$ cat src/rtl/ai_qram_port.sv
// Read-only QRAM port: turns single-word address requests into fixed-latency RAM reads
// and returns the data in order through a small credit-controlled return FIFO.
module ai_qram_port #(
  parameter int AW     = 14,
  parameter int RD_LAT = 2,
  parameter int QD     = 4
) (
  input  logic          csi_clk,
  input  logic          rsi_reset_n,
  input  logic [31:0]   avs_s0_addr,
  input  logic          avs_s0_valid,
  output logic          avs_s0_ready,
  output logic [63:0]   avm_s1_dout,
  output logic          avm_s1_valid,
  input  logic          avm_s1_ready,
  output logic [AW-1:0] mem_addr,
  output logic          mem_rd,
  input  logic [63:0]   mem_q,
  input  logic          err_clr,
  output logic          err_range,
  output logic [15:0]   req_cnt
);

  localparam int QW = $clog2(QD);
  localparam logic [7:0] QD_L = 8'(QD);

  logic              w_accept;
  logic              w_oor;
  logic              w_push;
  logic              w_pop;
  logic [63:0]       w_push_data;

  logic [RD_LAT-1:0] r_tag_v;
  logic [RD_LAT-1:0] r_tag_oor;
  logic [2:0]        r_inflight;
  logic [QW:0]       r_count;
  logic [QW-1:0]     r_wr_ptr;
  logic [QW-1:0]     r_rd_ptr;
  logic [63:0]       r_fifo [QD];
  logic              r_err;
  logic [15:0]       r_req_cnt;

  assign w_oor = |avs_s0_addr[31:AW];

  // Credit covers both reads still in the RAM pipe and words already queued,
  // so a push can never find the FIFO full.
  assign avs_s0_ready = rsi_reset_n && ((8'(r_inflight) + 8'(r_count)) < QD_L);
  assign w_accept     = avs_s0_valid && avs_s0_ready;

  assign mem_rd   = w_accept;
  assign mem_addr = avs_s0_addr[AW-1:0];

  assign w_push      = r_tag_v[RD_LAT-1];
  assign w_push_data = r_tag_oor[RD_LAT-1] ? 64'h0 : mem_q;

  assign avm_s1_valid = rsi_reset_n && (r_count != '0);
  assign avm_s1_dout  = rsi_reset_n ? r_fifo[r_rd_ptr] : 64'h0;
  assign w_pop        = avm_s1_valid && avm_s1_ready;

  assign err_range = r_err;
  assign req_cnt   = r_req_cnt;

  always_ff @(posedge csi_clk) begin
    if (!rsi_reset_n) begin
      r_tag_v    <= '0;
      r_tag_oor  <= '0;
      r_inflight <= '0;
      r_count    <= '0;
      r_wr_ptr   <= '0;
      r_rd_ptr   <= '0;
      r_err      <= 1'b0;
      r_req_cnt  <= '0;
      for (int i = 0; i < QD; i++) r_fifo[i] <= '0;
    end else begin
      r_tag_v   <= (r_tag_v << 1) | RD_LAT'(w_accept);
      r_tag_oor <= (r_tag_oor << 1) | RD_LAT'(w_accept && w_oor);

      case ({w_accept, w_push})
        2'b10:   r_inflight <= r_inflight + 3'd1;
        2'b01:   r_inflight <= r_inflight - 3'd1;
        default: r_inflight <= r_inflight;
      endcase

      if (w_push) begin
        r_fifo[r_wr_ptr] <= w_push_data;
        r_wr_ptr         <= r_wr_ptr + QW'(1);
      end
      if (w_pop) r_rd_ptr <= r_rd_ptr + QW'(1);

      case ({w_push, w_pop})
        2'b10:   r_count <= r_count + (QW+1)'(1);
        2'b01:   r_count <= r_count - (QW+1)'(1);
        default: r_count <= r_count;
      endcase

      // A new out-of-range accept takes priority over a clear in the same cycle.
      if (w_accept && w_oor) r_err <= 1'b1;
      else if (err_clr)      r_err <= 1'b0;

      if (w_accept && (r_req_cnt != 16'hFFFF)) r_req_cnt <= r_req_cnt + 16'd1;
    end
  end

endmodule

$ cat config.mk
export PLATFORM = sky130hd
export DESIGN_NAME = ai_qram_port
export DESIGN_NICKNAME = d
export VERILOG_FILES = /design/src/rtl/ai_qram_port.sv
export SDC_FILE = /design/constraint.sdc
export NUM_CORES = 1
export LEC_CHECK = 0
export BUFFER_PORTS_ARGS = -buffer_cell sky130_fd_sc_hd__buf_2
export CAP_MARGIN = 20
export CELL_PAD_IN_SITES_DETAIL_PLACEMENT = 0
export CELL_PAD_IN_SITES_GLOBAL_PLACEMENT = 1
export CORE_ASPECT_RATIO = 1.1
export CORE_MARGIN = 5
export CORE_UTILIZATION = 50
export DETAILED_ROUTE_END_ITERATION = 12
export GPL_TIMING_DRIVEN = 0
export HOLD_SLACK_MARGIN = 0.03
export PLACE_DENSITY_LB_ADDON = 0.1
export SETUP_SLACK_MARGIN = 0.4
export SLEW_MARGIN = 40
export SYNTH_ARGS = -nofsm -noshare
export SYNTH_HDL_FRONTEND = slang
export SYNTH_SLANG_ARGS = --single-unit
$ cat constraint.sdc
create_clock -name csi_clk -period 8.55 [get_ports csi_clk]
set_input_delay 2.565 -clock csi_clk [delete_from_list [all_inputs] [get_ports csi_clk]]
set_output_delay 2.565 -clock csi_clk [all_outputs]
set_load 0.05 [all_outputs]
==> flow_summary_export.csv <==
group,metric,value,unit
timing,fin_tns_setup,0,ns
timing,relSlewSlack,46.95,%
flow_run,drv_cap,0,
worst_setup_path,worst-path-buf-inv,4,
pwr,p_per_area,209.2,mW/mm2
synthesis,syn_nets,1057,
finish,fin_area,0.01508,mm2
detailed_routing,viasPerCell,5.210,
timing,fin_crit,7.075,ns
place,dp_hpwl,18090,um
detailed_routing,routed_wl,28140,um
place,port_buffers,183,
global_routing,grt_pass1_wl,44020,um
worst_setup_path,path_cells,"buf_6, clkbuf_1, clkbuf_1, and2_1, buf_2",
run_status,status,"completed",
finish,utilization,60.07,%
worst_setup_path,worst-r2r-cell-count,7,
cts,cts-hold-fix-buffers,0,
floorplan,die-area,0.02860,mm2
cts,post-cts-setup-buffer-count,0,
timing,worstMarginPinSlew,0.7958,ns
synthesis,yosys.cell_types.count,43,
global_routing,grt_pass1_vias,8092,
worst_setup_path,slowest_stage,"clkbuf_1",
cts,cts_buffers,30,
detailed_routing,wl_per_cell,18.64,um
global_routing,antenna_found_initial,1,
synthesis,synth_ff_type,"edfxtp_1",
synthesis,postSynthCellCount,949,
synthesis,synth.cell_area,0.01266,mm2
finish,nNetsFinal,1278,
floorplan,die_h,176.9,um
cts,path_clk_slew,0.06,ns
timing,rsz0062_at_grt,"no",
cts,htreeDepth,1,
floorplan,num_io_pins,199,
finish,area_delta_synth_final,19.16,%
cts,cts_tree,"done",
finish,drive_above_1_share,27.39,%
cts,cts_resized,0,
worst_setup_path,cpLargestDelayFamily,"buffers and inverters",
timing,clock-skew-final,0.01068,ns
worst_setup_path,crit_end,"avm_s1_dout[62]",
pwr,p_leak,0.006082,uW
floorplan,coreArea,0.02511,mm2
detailed_routing,drc,0,
worst_setup_path,crit_path_frequent_cell,"clkbuf_1",
synthesis,yosys_register_bits,289,
worst_setup_path,crit_arrival,4.51,ns
global_routing,grt_max_degree,34,
worst_setup_path,end_kind,"output port",
worst_setup_path,required,5.99,ns
worst_setup_path,regToRegEndpoint,"r_fifo[2][15]",
place,gp_congestion,0.7470,
timing,maxSlewViolCount,0,
worst_setup_path,path_max_fanout,10,
pwr,ir_worst_vdd,0.1795,mV
floorplan,start_util,50.41,%
floorplan,rows,61,
worst_setup_path,crit_type,"input port to output port",
timing,finalSetupViolations,0,
worst_setup_path,cp-startpoint,"rsi_reset_n",
global_routing,grt_overflow,0,
worst_setup_path,worst_setup_path_start_kind,"input port",
cts,clock_path_buffers,3,
synthesis,ys_warn_count,0,
detailed_routing,first_iter_violations,590,
detailed_routing,via_count,7862,
finish,antenna_cells,0,
timing,hold_viol_final,0,
worst_hold_path,worstHoldPathType,"register to register",
timing,max_freq,141.3,MHz
worst_setup_path,cp_slowest_stage_delay,0.67,ns
synthesis,synth_seq_area_share,65.95,%
worst_hold_path,hold-path-cell-count,1,
synthesis,async_flop_share,0,%
cts,cts_root_buf,"clkbuf_16",
worst_setup_path,path_depth,5,
detailed_routing,drt_first_pass_iters,6,
timing,min_period_over_period,82.75,%
pwr,finalPower,3156,uW
timing,worst_hold_slack,0.4458,ns
cts,insertion_delay,0.54,ns
floorplan,fp.dieW,161.7,um
place,place_area,0.01412,mm2
worst_hold_path,hold_path_startpoint,"r_tag_v[0]",
global_routing,grtUsageTotal,19.58,%
detailed_routing,antenna_left,0,
synthesis,synth_edf_count,256,
worst_setup_path,r2r_start,"r_tag_v[1]",
cts,cts_sinks,289,
worst_setup_path,r2r_setup_slack,5.74,ns
synthesis,synth.avg_cell_area,13.34,um2
area by class of cell:
| cell class | instances | area [um2] |
|---|---|---|
| clock inverters | 18 | 160.2 |
| multi-input cells | 517 | 3737 |
| plain buffers | 66 | 316.6 |
| well taps | 315 | 394.1 |
| clock buffers | 38 | 802.0 |
| inverters | 77 | 289.0 |
| repair buffers | 189 | 1036 |
| flip-flops and latches | 289 | 8348 |
| fillers | 2074 | 10030 |
cell usage after synthesis (all sizes together), types with 2 or more instances:
cell type	instances	area, um2
inv	76	285.3
nand2b	2	12.51
fa	2	40.04
mux4	64	1441
a21oi	6	30.03
nand2	86	322.8
nor2	213	799.5
and2	68	425.4
o311ai	2	17.52
or3	3	18.77
nor3	2	10.01
and3	2	12.51
o41ai	2	17.52
mux2i	7	70.07
xnor2	7	61.31
or2b	3	22.52
nand3	10	62.56
nor4	6	67.56
edfxtp	256	7687
ha	5	62.56
xor2	5	43.79
nand4	7	43.79
dfxtp	33	660.6
or2	2	12.51
clkbuf	30	112.6
o21ai	3	15.01
buf	36	203.9
per-layer routing:
layer	track usage (%)	up-vias	wire, um
met1	26.00	3856	11520
met3	3.587	32	1948
met5	0	-	13
li1	-	3747	-
met4	3.490	2	356
met2	34.51	225	14300
per-stage QoR:
step | setup slack [ns] | instances
2_1_floorplan | 2.351 | 949
3_3_place_gp | 1.448 | 1447
3_5_place_dp | 1.461 | 1453
4_1_cts | 1.453 | 1509
5_1_grt | 1.409 | 1509
6_report | 1.475 | 1509
where the power goes:
| part | switching (uW) | internal (uW) | leakage (uW) |
|---|---|---|---|
| combinational | 188 | 94.4 | 0.00269 |
| sequential | 16.4 | 1590 | 0.00291 |
| clock | 519 | 751 | 0.000472 |
| total | 724 | 2430 | 0.00608 |
flip-flops by register name, summed over array words and instances (netlist names), named ones only:
name,count
r_inflight,3
r_rd_ptr,2
r_count,3
r_tag_v,2
req_cnt,16
r_tag_oor,2
r_fifo,256
r_wr_ptr,2
err_range,1
layout by cell type (no fill, tap or decap), drive strengths merged, types with 6 or more instances in the layout:
cell type,netlist,final
inv,76,77
buf,36,225
nand3,10,10
mux2i,7,7
nand4,7,7
a21oi,6,6
clkbuf,30,68
clkinv,1,15
nor2,213,213
nor4,6,6
and2,68,68
edfxtp,256,256
xnor2,7,7
dfxtp,33,33
nand2,86,86
mux4,64,64
cell families (layout without fill, tap and decap cells):
group           after synthesis  in the layout  synth area share, %
fa+ha+maj                     7              7               0.8105
buf+inv                     143            388                4.784
mux                          71             71                11.94
flops                       289            289                65.95
simple gates                408            408                14.67
xor+xnor                     12             12               0.8303
compound gates               19             19                1.018
worst min-delay path by stage:
stage                         to  slack (ns)
global route          r_tag_v[1]        0.45
CTS                   r_tag_v[1]        0.44
detailed placement    r_tag_v[1]        0.43
global placement      r_tag_v[1]        0.42
finish                r_tag_v[1]        0.45
floorplan           r_tag_oor[1]        0.41
No activity file was read; power rests on OpenSTA's default activity.
